File: src/rtl/countdown_timer_if.sv
`default_nettype none
// ============================================================================
//  Module      : countdown_timer_if
//  Description : Command/status bundle for countdown_timer.
//                master : drives en, load, load_val, start, pause, auto_reload
//                         and observes count, running, done, zero.
//                slave  : the timer itself (mirror image of master).
//  Ports       : none (signal bundle only); WIDTH sets load_val/count width.
//  Revision    : 1.0 - initial release
// ============================================================================
interface countdown_timer_if #(
  parameter int WIDTH = 8
);
  logic             en;
  logic             load;
  logic [WIDTH-1:0] load_val;
  logic             start;
  logic             pause;
  logic             auto_reload;
  logic [WIDTH-1:0] count;
  logic             running;
  logic             done;
  logic             zero;

  modport master (
    output en, load, load_val, start, pause, auto_reload,
    input  count, running, done, zero
  );

  modport slave (
    input  en, load, load_val, start, pause, auto_reload,
    output count, running, done, zero
  );
endinterface
`default_nettype wire

File: src/rtl/countdown_timer.sv
`default_nettype none
// ============================================================================
//  Module      : countdown_timer
//  Description : Loadable down-counter with one-shot / periodic modes,
//                pause/resume and a one-cycle terminal-count pulse.
//                Optional en prescaler compiled in with macro
//                COUNTDOWN_PRESCALER_EN (default build: every en pulse
//                is a decrement step).
//  Ports       : clk    - single clock, rising edge
//                rst_n  - synchronous active-low reset
//                bus    - countdown_timer_if.slave
//                         in : en, load, load_val, start, pause, auto_reload
//                         out: count, running, done (registered),
//                              zero (combinational count == 0)
//  Revision    : 1.0 - initial release
// ============================================================================
module countdown_timer #(
  parameter int             WIDTH    = 8,
  parameter logic [WIDTH-1:0] INIT   = '1,
  parameter int             PRESCALE = 4
) (
  input  wire              clk,
  input  wire              rst_n,
  countdown_timer_if.slave bus
);

  // Out-of-range parameters stop elaboration rather than build a broken timer.
  if (WIDTH < 2 || WIDTH > 32 || PRESCALE < 2 || PRESCALE > 256) begin : g_bad_params
    $error("countdown_timer: WIDTH or PRESCALE out of range");
  end

  localparam logic [WIDTH-1:0] ONE = WIDTH'(1);

  typedef enum logic [1:0] {
    S_IDLE  = 2'd0,
    S_RUN   = 2'd1,
    S_PAUSE = 2'd2,
    S_DONE  = 2'd3
  } state_t;

  state_t           state_q;
  logic [WIDTH-1:0] count_q;
  logic [WIDTH-1:0] reload_q;
  logic             running_q;
  logic             done_q;
  logic             step;

`ifdef COUNTDOWN_PRESCALER_EN
  localparam int            PW   = (PRESCALE > 1) ? $clog2(PRESCALE) : 1;
  localparam logic [PW-1:0] PMAX = PW'(PRESCALE - 1);

  logic [PW-1:0] presc_q;

  // A step is the en pulse that completes a full prescale period.
  assign step = bus.en && (presc_q == PMAX);
`else
  assign step = bus.en;
`endif

  always_ff @(posedge clk) begin
    if (!rst_n) begin
      state_q   <= S_IDLE;
      count_q   <= INIT;
      reload_q  <= INIT;
      running_q <= 1'b0;
      done_q    <= 1'b0;
`ifdef COUNTDOWN_PRESCALER_EN
      presc_q   <= '0;
`endif
    end else begin
      // done is a single-cycle pulse unless re-armed below.
      done_q <= 1'b0;

      if (bus.load) begin
        // load overrides everything, including a coincident terminal step.
        count_q   <= bus.load_val;
        reload_q  <= bus.load_val;
        state_q   <= S_IDLE;
        running_q <= 1'b0;
`ifdef COUNTDOWN_PRESCALER_EN
        presc_q   <= '0;
`endif
      end else if (bus.pause) begin
        // pause outranks start; it only has an effect while running.
        if (state_q == S_RUN) begin
          state_q   <= S_PAUSE;
          running_q <= 1'b0;
        end
      end else begin
        case (state_q)
          S_IDLE: begin
            if (bus.start && (count_q != '0)) begin
              state_q   <= S_RUN;
              running_q <= 1'b1;
`ifdef COUNTDOWN_PRESCALER_EN
              presc_q   <= '0;
`endif
            end
          end

          S_PAUSE: begin
            // Resume keeps the prescaler phase where it was paused.
            if (bus.start && (count_q != '0)) begin
              state_q   <= S_RUN;
              running_q <= 1'b1;
            end
          end

          S_DONE: begin
            if (bus.start && (reload_q != '0)) begin
              count_q   <= reload_q;
              state_q   <= S_RUN;
              running_q <= 1'b1;
`ifdef COUNTDOWN_PRESCALER_EN
              presc_q   <= '0;
`endif
            end
          end

          S_RUN: begin
`ifdef COUNTDOWN_PRESCALER_EN
            if (bus.en) begin
              presc_q <= (presc_q == PMAX) ? '0 : presc_q + PW'(1);
            end
`endif
            if (step) begin
              if (count_q > ONE) begin
                count_q <= count_q - ONE;
              end else if (count_q == ONE) begin
                // Terminal count: mode is sampled only here.
                done_q <= 1'b1;
                if (bus.auto_reload) begin
                  count_q <= reload_q;
                end else begin
                  count_q   <= '0;
                  state_q   <= S_DONE;
                  running_q <= 1'b0;
                end
              end
              // count_q == 0 in RUN cannot be reached; hold rather than wrap.
            end
          end

          default: begin
            state_q   <= S_IDLE;
            running_q <= 1'b0;
          end
        endcase
      end
    end
  end

  assign bus.count   = count_q;
  assign bus.running = running_q;
  assign bus.done    = done_q;
  assign bus.zero    = (count_q == '0);

endmodule
`default_nettype wire

File: src/flat_wrapper.sv
// flat-port wrapper written by rule: the top's interface ports become plain ports
module countdown_timer_flat 
#(
  parameter int             WIDTH    = 8,
  parameter logic [WIDTH-1:0] INIT   = '1,
  parameter int             PRESCALE = 4
)
  (clk, rst_n, bus_en, bus_load, bus_load_val, bus_start, bus_pause, bus_auto_reload, bus_count, bus_running, bus_done, bus_zero);
  countdown_timer_if #(.WIDTH(WIDTH)) bus_i ();
  input  wire clk;
  input  wire rst_n;
  input wire logic [$bits(bus_i.en)-1:0] bus_en;
  input wire logic [$bits(bus_i.load)-1:0] bus_load;
  input wire logic [$bits(bus_i.load_val)-1:0] bus_load_val;
  input wire logic [$bits(bus_i.start)-1:0] bus_start;
  input wire logic [$bits(bus_i.pause)-1:0] bus_pause;
  input wire logic [$bits(bus_i.auto_reload)-1:0] bus_auto_reload;
  output wire logic [$bits(bus_i.count)-1:0] bus_count;
  output wire logic [$bits(bus_i.running)-1:0] bus_running;
  output wire logic [$bits(bus_i.done)-1:0] bus_done;
  output wire logic [$bits(bus_i.zero)-1:0] bus_zero;
  assign bus_i.en = bus_en;
  assign bus_i.load = bus_load;
  assign bus_i.load_val = bus_load_val;
  assign bus_i.start = bus_start;
  assign bus_i.pause = bus_pause;
  assign bus_i.auto_reload = bus_auto_reload;
  assign bus_count = bus_i.count;
  assign bus_running = bus_i.running;
  assign bus_done = bus_i.done;
  assign bus_zero = bus_i.zero;
  countdown_timer #(.WIDTH(WIDTH), .INIT(INIT), .PRESCALE(PRESCALE)) u_core (.clk(clk), .rst_n(rst_n), .bus(bus_i));
endmodule
File: config.mk
export PLATFORM = sky130hd
export DESIGN_NAME = countdown_timer_flat
export DESIGN_NICKNAME = d
export VERILOG_FILES = /design/src/rtl/countdown_timer_if.sv /design/src/rtl/countdown_timer.sv /design/src/flat_wrapper.sv
export SDC_FILE = /design/constraint.sdc
export NUM_CORES = 1
export LEC_CHECK = 0
export ABC_AREA = 1
export ABC_CLOCK_PERIOD_IN_PS = 3600
export CAP_MARGIN = 20
export CORE_ASPECT_RATIO = 0.9
export CORE_MARGIN = 3
export CORE_UTILIZATION = 50
export DETAILED_ROUTE_END_ITERATION = 6
export GPL_TIMING_DRIVEN = 0
export HOLD_SLACK_MARGIN = 0.08
export PLACE_DENSITY_LB_ADDON = 0.1
export SYNTH_ARGS = -nofsm -noshare
export SYNTH_HDL_FRONTEND = slang
export SYNTH_SLANG_ARGS = --single-unit
File: constraint.sdc
create_clock -name clk -period 3.6 [get_ports clk]
set_clock_uncertainty 0.05 [all_clocks]
set_input_delay 0.54 -clock clk [delete_from_list [all_inputs] [get_ports clk]]
set_output_delay 0.54 -clock clk [all_outputs]
set_load 0.01 [all_outputs]
# Word level (Yosys, flattened, before mapping)
# Index checks and enable logic that the tools add are counted.
[totals]
out_inout_bits = 11
word_cells = 64
input_bits = 15
regBits = 20
[op_classes]
bitwise_logic = 3
eq_ne = 15
add_sub_neg = 1
n_reduce_logical = 12
order_cmp = 1
muxes = 27
[ops]
columns = ["op", "n"]
rows = [
  ["8-bit two-way mux", 7],
  ["2-bit two-way mux", 8],
  ["8-bit one-hot mux with 2 select lines", 1],
  ["8-bit nonzero test", 2],
  ["3-bit inequality test, second input constant", 5],
  ["1-bit two-way mux", 9],
  ["8-bit by 1-bit equality test with 1-bit output, second input constant", 1],
  ["8-bit by 1-bit greater-than comparator with 1-bit output, second input constant", 1],
  ["8-bit zero test", 1],
  ["8-bit by 1-bit subtractor with 8-bit output, second input constant", 1],
  ["7-bit AND reduction", 1],
  ["3-bit by 2-bit inequality test with 1-bit output, second input constant", 2],
  ["2-bit one-hot mux with 3 select lines", 1],
  ["6-bit OR reduction", 1],
  ["5-bit AND reduction", 1],
  ["2-bit equality test, second input constant", 2],
  ["4-bit inequality test, second input constant", 1],
  ["2-bit OR reduction", 2],
  ["3-bit by 1-bit inequality test with 1-bit output, second input constant", 1],
  ["1-bit inverter", 3],
  ["1-bit one-hot mux with 3 select lines", 1],
  ["3-bit nonzero test", 1],
  ["2-bit by 1-bit equality test with 1-bit output, second input constant", 1],
  ["1-bit logical AND", 2],
  ["other kinds (3)", 3],
]

# Longest topological paths before layout
# Gate-level depths: netlist (run 1).
[depth]
depth_word = 7
ltp_mapped = 10
depth_no_buf = 10

# Worst setup path before layout (run 1)
# No wires, ideal clock.
[synth_timing]
path_type = "reg-to-reg"
startpoint = "reg u_core.count_q[0] (netlist: u_core.bus.count[0])"
endpoint = "reg u_core.count_q[5] (netlist: u_core.bus.count[5])"
required_time_ps = 3486
arrival_ps = 1542
path_buffers = 0
setup_time_ps = 64
synth_period_minus_slack_ps = 1656
slack_ps = 1944
path_stages_with_launch = 10
path_cell_list = "dfxtp_1 -> inv_1 -> ha_1 -> o21ai_2 -> o21ai_4 -> nor2_2 -> nand2_1 -> o211ai_1 -> nand2_1 -> nand3_1"
[synth_via]
elab_chain_len = 6
elab_cells_between_ends = 10
cone_classes = "add/sub: 1; order compare: 1; eq/ne: 2; mux: 5; reduce/logical: 1"
[synth_rtl]
columns = ["item", "line", "source"]
rows = [
  ["start, declared", "countdown_timer.sv:42", "logic [WIDTH-1:0] count_q;"],
  ["start signal, assigned", "countdown_timer.sv:76", "count_q <= bus.load_val;"],
  ["start signal, assigned", "countdown_timer.sv:111", "count_q <= reload_q;"],
  ["start signal, assigned", "countdown_timer.sv:128", "count_q <= count_q - ONE;"],
  ["8-bit by 1-bit subtractor with 8-bit output or 8-bit by 1-bit greater-than comparator with 1-bit output (tied branches)", "countdown_timer.sv:128, countdown_timer.sv:127", ""],
  ["8-bit two-way mux", "countdown_timer.sv:127", "if (count_q > ONE) begin"],
  ["8-bit two-way mux", "countdown_timer.sv:126", "if (step) begin"],
  ["8-bit one-hot mux with 2 select lines", "countdown_timer.sv:90", "case (state_q)"],
  ["8-bit two-way mux", "countdown_timer.sv:83", "end else if (bus.pause) begin"],
  ["8-bit two-way mux", "countdown_timer.sv:74", "if (bus.load) begin"],
]
# Several ways; a longest one is shown, not always the timed one. The select of a mux whose other input is x is not followed.
# A chain may end at the register's enable or synchronous reset.

# Worst setup path after layout (run 1)
[layout_timing]
startpoint = "reg u_core.count_q[0] (netlist: u_core.bus.count[0])"
endpoint = "out bus_zero"
[layout_via]
elab_chain_len = 1
[layout_rtl]
columns = ["item", "line", "source"]
rows = [
  ["8-bit zero test", "countdown_timer.sv:156", "assign bus.zero = (count_q == '0);"],
  ["end, declared", "flat_wrapper.sv:21", "output wire logic [$bits(bus_i.zero)-1:0] bus_zero;"],
]
# Every way passes these cells.

==> key figures, run 1 <==
Cells and area
  • Multi-input logic area: 777 um^2
  • Antenna cells: 0
  • Layout cells sized above 1: 11.0%
  • Area grow syn2layout: 26.3%
  • Most common cell after layout, fill and taps aside: nand2_1
  • Flip-flop and latch area: 400 um^2
  • Fin util: 69.4%
  • Most frequent cells in the layout: nand2_1 (50), nand3_1 (26), clkdlybuf4s50_1 (24), nor2_1 (20), dfxtp_1 (20)
  • Total of fill cells in the finished design: 191
  • Final net count: 229

Critical path
  • Crit path kind: reg2out
  • Worst setup EP type: output port
  • Worst path arrival time: 1.76 ns
  • Worst endpoint required time: 3.01 ns
  • Critical path launch point type: register
  • Max FO, Critical Path: 5

Global route
  • Grt total ovfl: 0
  • Initial antenna violation count: 0
  • Vias in the first global route: 1226
  • Global router's overall resource usage: 24.2%
  • Pin count of the biggest net entering global routing: 13
  • First-pass GRT wire length: 5.67 mm

Timing
  • Post-route minimum period: 2.35 ns
  • Part of the cycle the worst path needs: 65.2%
  • Max-slew violations: 0
  • Fmax achieved: 426 MHz
  • RSZ-0062 raised after global routing: no
  • Fin Setup TNS: 0 ns
  • Setup violators final: 0
  • Relative slew slack: 68.3%
  • Final Hold Viols: 0
  • Least-Margin Pin Slew: 0.476 ns

Synthesis
  • Synth Area in XOR/XNOR: 2.82%
  • Compound-Gate Fraction of Synth Area: 9.37%
  • Adder-Cell Fraction of Synth Area: 3.02%
  • Largest family of logic cells by synthesized area: simple AND/OR/NAND/NOR gates
  • Post-Syn Nets: 200
  • Post-synthesis mux area share: 0%
  • Avg Inst Size Synth: 6.83 um^2
  • Post-Synthesis Cells: 182
  • Flops & latches, synth: 20
  • Simple-gate area share of the yosys netlist: 47.3%
  • Yosys warning total: 0
  • Distinct cells, synth: 30
  • Mapped cell area: 1240 um^2
  • Main synth FF type: dfxtp_1
  • EDFF count, synth: 0
  • Seq/Total Area, Yosys: 32.2%
  • Post-synthesis async set-or-reset flop share: 0%

Placed design
  • Routability congestion estimate: 0.854
  • Hpwl dp: 2.37 mm
  • Port Buf Inserts: 24

Pwr
  • Worst vdd ir: 322 uV
  • NetSw: 0.150 mW
  • Clock power share: 34.5%
  • Pwr Density: 351 nW/um^2
  • Sequential Power Share: 45.6%
  • Sw Ratio: 27.3%
  • LEAKAGE: 0.655 nW
  • Int Pwr: 0.400 mW
  • Gate power share: 19.9%

Floorplan
  • Initial Utilization: 54.9%
  • Die ar.: 3120 um^2
  • Die X: 58.5 um
  • I/O Pins: 26
  • Die Ht: 53.3 um
  • Rows: 16
  • Core Box Area: 2260 um^2

CTS
  • Clk slew on worst S/H paths: 0.12 ns
  • CTS Sinks: 20
  • Hold buffer count at CTS: 0
  • Worst skew pair latency: 0.31 ns
  • Num CTS Buffers: 3
  • CTS tree: yes
  • Root Driver: clkbuf_4
  • CTS H-tree depth: 1
  • CTS resizes: 0
  • Clock Path Buffers: 2
  • Post-CTS Setup Inserts: 0

Route
  • Initial drt markers: 72
  • ANT nets after route: 0
  • DRT Pass-1 Iters: 4
  • Final WL: 3.18 mm
  • # DRC: 0
  • Vias per cell: 5.49
  • Vias: 1300
  • DR WL/cell: 13.4 um

Hold path
  • Hold WC Path Type: reg2reg

Run
  • Max-cap violations: 0

Run status
  • Status: complete, no violations
## cell usage after synthesis, types with 2 or more instances
| library cell | count | area [um^2] |
|---|---|---|
| nand2_1 | 50 | 188 |
| nand3_1 | 26 | 130 |
| dfxtp_1 | 20 | 400 |
| nor2_1 | 20 | 75.1 |
| inv_1 | 11 | 41.3 |
| nand4_1 | 5 | 31.3 |
| nor2_2 | 5 | 31.3 |
| o21ai_0 | 5 | 25.0 |
| clkbuf_1 | 4 | 15.0 |
| a21oi_1 | 3 | 15.0 |
| ha_1 | 3 | 37.5 |
| nand2_2 | 3 | 18.8 |
| nor3_1 | 3 | 15.0 |
| o21ai_1 | 3 | 15.0 |
| xor2_1 | 3 | 26.3 |
| nand2_4 | 2 | 22.5 |
| nor2_4 | 2 | 22.5 |
| o211ai_1 | 2 | 15.0 |
## power by group through the flow
stage                     clock network [mW]  registers, mW  logic [mW]
after floorplan                            0          0.257      0.0599
after global placement                     0          0.255       0.106
after detailed placement                   0          0.256       0.108
after CTS                              0.189          0.251       0.109
after global routing                   0.197          0.253       0.123
final                                  0.190          0.251       0.110
## logic make-up (layout without fill, tap and decap cells)
group / count (synthesis) / after routing
AOI/OAI and AO/OA: 18 / 18
DFF: 20 / 20
buffers and inverters: 17 / 45
xor gates and xnor gates: 4 / 4
adders and majority gates: 3 / 3
and+or+nand+nor: 120 / 120
## through the flow
step | hold WS [ns] | worst slack [ns] | area (um^2) | power, mW | cells
5_1_grt | 0.470 | 1.09 | 1570 | 0.573 | 237
3_5_place_dp | 0.416 | 1.40 | 1520 | 0.364 | 233
6_report | 0.447 | 1.25 | 1570 | 0.551 | 237
2_1_floorplan | 0.393 | 1.94 | 1240 | 0.317 | 182
4_1_cts | 0.446 | 1.25 | 1570 | 0.549 | 237
3_3_place_gp | 0.404 | 1.43 | 1520 | 0.361 | 233
## sequential cells by signal, summed over array words and instances, names as in the netlist
signal / cells
u_core.bus.count: 8
u_core.reload_q: 8
u_core.bus.running: 1
u_core.bus.done: 1
u_core.state_q: 2
## per-layer routing
metal  share of wire [%]  vias up  track usage, %
li1                    -      659               -
met1                  46      591            31.4
met2                  45       44            38.5
met3                 7.6        6            7.07
met4                0.97        0            6.95
met5                   0        -               0
## layout make-up
cell class / instances / share of cell area, %
inverters: 13 / 3.19
clock inverters: 1 / 1.91
repair buffers: 24 / 15.3
multi-input cells: 145 / 49.5
flip-flops and latches: 20 / 25.5
well taps: 27 / 2.15
plain buffers: 4 / 0.957
clock buffers: 3 / 1.44
## final timing paths
kind / startpoint / end / slack (ns) / cells after the start
setup reg to reg: u_core.bus.count[0] / u_core.bus.count[1] / 1.63 / 8
hold reg to reg: u_core.reload_q[1] / u_core.reload_q[1] / 0.45 / 2
setup / recovery: u_core.bus.count[0] / bus_zero / 1.25 / 5
hold / removal: u_core.reload_q[1] / u_core.reload_q[1] / 0.45 / 2
## critical path, stage by stage, from the launching register on
cell             delay (ns)
dfxtp_1                0.37
inv_1                  0.16
ha_1                   0.17
nand2_1                0.07
nor2_1                 0.11
clkdlybuf4s50_1        0.56
Note: power is estimated with default switching activity, not from simulation.
==> inputs of run 2 (changes only) <==
--- a/config.mk
+++ b/config.mk
@@ -6,7 +6,7 @@
 export NUM_CORES = 1
 export LEC_CHECK = 0
 export ABC_AREA = 1
-export ABC_CLOCK_PERIOD_IN_PS = 3600
+export ABC_CLOCK_PERIOD_IN_PS = 2300
 export CAP_MARGIN = 20
 export CORE_ASPECT_RATIO = 0.9
 export CORE_MARGIN = 3
==> constraint.sdc (replaced) <==
create_clock -name clk -period 2.3 [get_ports clk]
set_clock_uncertainty 0.05 [all_clocks]
set_input_delay 0.345 -clock clk [delete_from_list [all_inputs] [get_ports clk]]
set_output_delay 0.345 -clock clk [all_outputs]
set_load 0.01 [all_outputs]
==> run 2 against run 1 <==
Compared with the run above:
- total power is 56% higher
- hold slack worse by 0.11 ns
- sequential power is 57% higher
- die area stayed put
- count of clock-buffer cells in the layout stayed put
- setup slack worse by 1.1 ns
==> key figures, run 2 (synthesis results as in run 1) <==
Run
  • Max-cap violations: 0

CTS
  • Root Driver: clkbuf_4
  • Clock Path Buffers: 2
  • Num CTS Buffers: 3
  • Worst skew pair latency: 0.31 ns
  • CTS tree: yes
  • Post-CTS Setup Inserts: 0
  • Clk slew on worst S/H paths: 0.12 ns
  • CTS H-tree depth: 1
  • CTS Sinks: 20

Timing
  • Final Hold Viols: 0
  • RSZ-0062 raised after global routing: no
  • Setup slack after layout: 0.193 ns
  • Part of the cycle the worst path needs: 91.6%
  • Relative slew slack: 67.3%
  • Fmax achieved: 475 MHz
  • Post-route minimum period: 2.11 ns
  • Hold slack: 0.336 ns
  • Fin Setup TNS: 0 ns
  • Max-slew violations: 0
  • Setup violators final: 0
  • Least-Margin Pin Slew: 0.491 ns

Cells and area
  • Multi-input logic area: 777 um^2
  • Design area: 1570 um^2
  • Fin util: 69.4%
  • Most frequent cells in the layout: nand2_1 (50), nand3_1 (26), clkdlybuf4s50_1 (24), nor2_1 (20), dfxtp_1 (20)
  • Final net count: 229
  • Post-Layout Cell Count: 237
  • Most common cell after layout, fill and taps aside: nand2_1
  • Total of fill cells in the finished design: 191
  • Area grow syn2layout: 26.3%
  • Antenna cells: 0
  • Layout cells sized above 1: 11.4%
  • Flip-flop and latch area: 400 um^2

Global route
  • Grt total ovfl: 0
  • Vias in the first global route: 1226
  • Initial antenna violation count: 0
  • First-pass GRT wire length: 5.67 mm
  • Pin count of the biggest net entering global routing: 13
  • Global router's overall resource usage: 24.2%

Floorplan
  • Die Ht: 53.3 um
  • Core Box Area: 2260 um^2
  • I/O Pins: 26
  • Die ar.: 3120 um^2
  • Initial Utilization: 54.9%
  • Die X: 58.5 um
  • Rows: 16

Pwr
  • NetSw: 0.234 mW
  • Clock power share: 34.3%
  • Int Pwr: 0.627 mW
  • Sw Ratio: 27.2%
  • Worst vdd ir: 503 uV
  • Sequential Power Share: 45.7%
  • Pwr Density: 549 nW/um^2
  • Total chip power: 0.861 mW
  • LEAKAGE: 0.653 nW
  • Gate power share: 20.0%

Hold path
  • Hold path depth: 2
  • Hold WC Path Type: in2reg

Run status
  • Status: complete, no violations

Route
  • Vias: 1305
  • ANT nets after route: 0
  • DR WL/cell: 13.5 um
  • Final WL: 3.19 mm
  • DRT Pass-1 Iters: 4
  • Vias per cell: 5.51
  • Initial drt markers: 71
  • # DRC: 0

Critical path
  • Crit path kind: reg2out
  • Worst setup EP type: output port
  • Reg2reg path depth: 8
  • Worst endpoint required time: 1.90 ns
  • Worst path arrival time: 1.71 ns
  • Max FO, Critical Path: 4
  • Slowest stage delay, CP: 0.56 ns
  • Crit path cell chain: inv_1 > ha_1 > nand2_1 > nor2_1 > clkdlybuf4s50_1
  • Crit-path slowest cell: clkdlybuf4s50_1
  • Critical path launch point type: register

Placed design
  • Area post-placement: 1520 um^2
  • Port Buf Inserts: 24
  • Routability congestion estimate: 0.854
  • Hpwl dp: 2.37 mm
  • Pre-CTS setup slack: 0.293 ns
  • Placed insts: 233
[run 2: cell counts in the layout (fill, tap and decap cells not counted)]
No cell type changed its count.
[run 2: routing by layer]
metal	up-vias	global-route usage [%]	share of wire [%]	routed length [um]
li1	660	-	-	-
met1	593	31.4	45	1440
met2	48	38.5	46	1460
met3	4	7.07	8.5	270
met4	0	6.95	0.78	25
met5	-	0	0	0
[run 2: final timing paths]
kind / start / to / slack, ns
hold reg to reg: u_core.reload_q[1] / u_core.reload_q[1] / 0.45
setup / recovery: u_core.bus.count[1] / bus_zero / 0.19
setup reg to reg: u_core.bus.count[0] / u_core.bus.count[1] / 0.35
hold / removal: rst_n / u_core.bus.count[1] / 0.34
[run 2: worst max-delay path, delay by kind of cell (launching register included)]
| family | cells | cell delay [ns] |
|---|---|---|
| buffers and inverters | 2 | 0.70 |
| AND/OR/NAND/NOR | 2 | 0.18 |
| adder cells (fa/ha/maj) | 1 | 0.17 |
| flip-flops | 1 | 0.36 |
[run 2: repair_timing]
| action | 4_1_cts | 5_1_grt |
|---|---|---|
| endpoints found under the hold margin | 0 | 0 |
| setup endpoints to repair | 0 | 1 |
| hold buffers | 0 | 0 |
| resized for setup | 0 | 1 |
[run 2: layout make-up]
class	instances	share of cell area [%]
sequential	20	25.5
multi-input combinational	145	49.5
tap	27	2.15
buffer	4	0.957
timing repair buffer	24	15.3
inverter	13	3.19
clock inverter	1	1.91
clock buffer	3	1.44
[run 2: power groups by stage]
stage | Sequential [mW] | Combinational [mW] | Clock, mW
after global placement | 0.399 | 0.165 | 0
final | 0.393 | 0.172 | 0.295
after CTS | 0.393 | 0.171 | 0.296
after global routing | 0.397 | 0.192 | 0.308
after floorplan | 0.402 | 0.0938 | 0
after detailed placement | 0.400 | 0.169 | 0
==> inputs of run 3 (changes only) <==
--- a/config.mk
+++ b/config.mk
@@ -6,13 +6,11 @@
 export NUM_CORES = 1
 export LEC_CHECK = 0
 export ABC_AREA = 1
-export ABC_CLOCK_PERIOD_IN_PS = 2300
 export CAP_MARGIN = 20
 export CORE_ASPECT_RATIO = 0.9
 export CORE_MARGIN = 3
 export CORE_UTILIZATION = 50
 export DETAILED_ROUTE_END_ITERATION = 6
-export GPL_TIMING_DRIVEN = 0
 export HOLD_SLACK_MARGIN = 0.08
 export PLACE_DENSITY_LB_ADDON = 0.1
 export SYNTH_ARGS = -nofsm -noshare
==> run 3 against run 2 <==
Compared with the run above:
- sequential share of layout area about the same
- critical path type unchanged
- maximum frequency up 1.4%
- via count down 3.9%
- register-to-register slack better by 0.10 ns
- design area about the same
- critical endpoint unchanged
==> key figures, run 3 (synthesis results as in run 1) <==
Critical path
  • Setup crit end: bus_zero
  • Worst path arrival time: 1.68 ns
  • Critical path launch point type: register
  • R2R Path End: u_core.bus.count[5]
  • Crit path cell chain: inv_1 > ha_1 > nand2_1 > nor2_1 > clkdlybuf4s50_1
  • Worst setup EP type: output port
  • Reg-to-reg startpoint: u_core.bus.count[0]
  • Worst endpoint required time: 1.90 ns
  • Crit-path slowest cell: clkdlybuf4s50_1
  • Reg2reg path depth: 9
  • Worst Setup SP: u_core.bus.count[0]
  • R2R Setup Slk: 0.45 ns
  • Slowest stage delay, CP: 0.55 ns
  • Max FO, Critical Path: 5
  • Crit path kind: reg2out

Global route
  • Vias in the first global route: 1069
  • Grt total ovfl: 0
  • Pin count of the biggest net entering global routing: 18
  • Global router's overall resource usage: 21.2%
  • First-pass GRT wire length: 4.96 mm
  • Initial antenna violation count: 0

Timing
  • Fmax achieved: 481 MHz
  • Final Hold Viols: 0
  • RSZ-0062 raised after global routing: no
  • Setup violators final: 0
  • Hold slack: 0.446 ns
  • Part of the cycle the worst path needs: 90.4%
  • Setup slack after layout: 0.222 ns
  • Post-route minimum period: 2.08 ns
  • Max-slew violations: 0
  • Least-Margin Pin Slew: 0.372 ns
  • Relative slew slack: 75.1%
  • Fin Setup TNS: 0 ns

CTS
  • Root Driver: clkbuf_4
  • Worst skew pair latency: 0.30 ns
  • Clock Path Buffers: 2
  • Clk slew on worst S/H paths: 0.12 ns
  • CTS resizes: 0
  • Post-CTS Setup Inserts: 0
  • CTS H-tree depth: 1
  • Hold buffer count at CTS: 0
  • CTS Sinks: 20
  • Num CTS Buffers: 3
  • CTS tree: yes

Route
  • Vias per cell: 5.29
  • Initial drt markers: 84
  • DR WL/cell: 12.5 um
  • Vias: 1254
  • DRT Pass-1 Iters: 4
  • ANT nets after route: 0
  • # DRC: 0
  • Final WL: 2.97 mm

Pwr
  • Pwr Density: 491 nW/um^2
  • Worst vdd ir: 454 uV
  • LEAKAGE: 0.662 nW

Placed design
  • Port Buf Inserts: 25
  • Routability congestion estimate: 0.866
  • Hpwl dp: 2.36 mm
  • Pre-CTS setup slack: 0.400 ns
  • Area post-placement: 1530 um^2

Floorplan
  • Die Ht: 53.3 um
  • Rows: 16
  • I/O Pins: 26
  • Initial Utilization: 54.9%
  • Core Box Area: 2260 um^2
  • Die X: 58.5 um
  • Die ar.: 3120 um^2

Cells and area
  • Antenna cells: 0
  • Fin util: 69.4%
  • Most frequent cells in the layout: nand2_1 (50), nand3_1 (26), clkdlybuf4s50_1 (25), nor2_1 (20), dfxtp_1 (20)
  • Area grow syn2layout: 26.4%
  • Design area: 1570 um^2
  • Most common cell after layout, fill and taps aside: nand2_1
  • Final net count: 229
  • Layout cells sized above 1: 12.4%

Hold path
  • Hold WC Path Type: reg2reg

Run status
  • Status: complete, no violations

Run
  • Max-cap violations: 0
-- run 3: cell types whose count changed in the layout (fill, tap and decap cells not counted), sizes merged --
cell | previous run | this run
clkdlybuf4s50 | 24 | 25
buf | 0 | 3
clkbuf | 7 | 4
bufinv | 1 | 0
-- run 3: cell type report --
cell class	instances	area, um^2
Multi-Input combinational cell	145	777
Timing Repair Buffer	28	273
Clock buffer	4	36.3
Inverter	13	50.0
Fill cell	210	692
Tap cell	27	33.8
Sequential cell	20	400
-- run 3: how the worst min path moves through the flow --
| stage | start | cells past startpoint | slack [ns] | endpoint |
|---|---|---|---|---|
| CTS | u_core.reload_q[5] | 2 | 0.45 | u_core.reload_q[5] |
| global placement | u_core.reload_q[2] | 2 | 0.42 | u_core.reload_q[2] |
| floorplan | u_core.reload_q[0] | 2 | 0.39 | u_core.reload_q[0] |
| detailed placement | u_core.reload_q[2] | 2 | 0.42 | u_core.reload_q[2] |
| finish | u_core.reload_q[5] | 2 | 0.45 | u_core.reload_q[5] |
| global route | u_core.reload_q[5] | 2 | 0.48 | u_core.reload_q[5] |
-- run 3: per-stage QoR --
step           instances  power (mW)
2_1_floorplan        182       0.496
3_5_place_dp         233       0.572
4_1_cts              237       0.778
3_3_place_gp         233       0.568
6_report             237       0.771
5_1_grt              237       0.815
-- run 3: where the power goes --
group	internal, mW	total, mW	switching (mW)	leakage [nW]
registers	0.369	0.394	0.0250	0.166
clock network	0.0966	0.206	0.109	0.0210
logic	0.0846	0.171	0.0868	0.475
total	0.550	0.771	0.221	0.662
-- run 3: metal layers --
layer  vias up  track usage (%)  routed length [um]
met3         2             3.17                 238
met5         -                0                   0
met4         0             5.79                  13
met1       540             32.5                1500
met2        51             29.7                1220
li1        661                -                   -
-- run 3: worst max-delay path, delay by kind of cell (launching register included) --
kind	cells	cell delay [ns]
buffers and inverters	2	0.69
AND/OR/NAND/NOR	2	0.18
adder cells (fa/ha/maj)	1	0.16
flip-flops	1	0.36
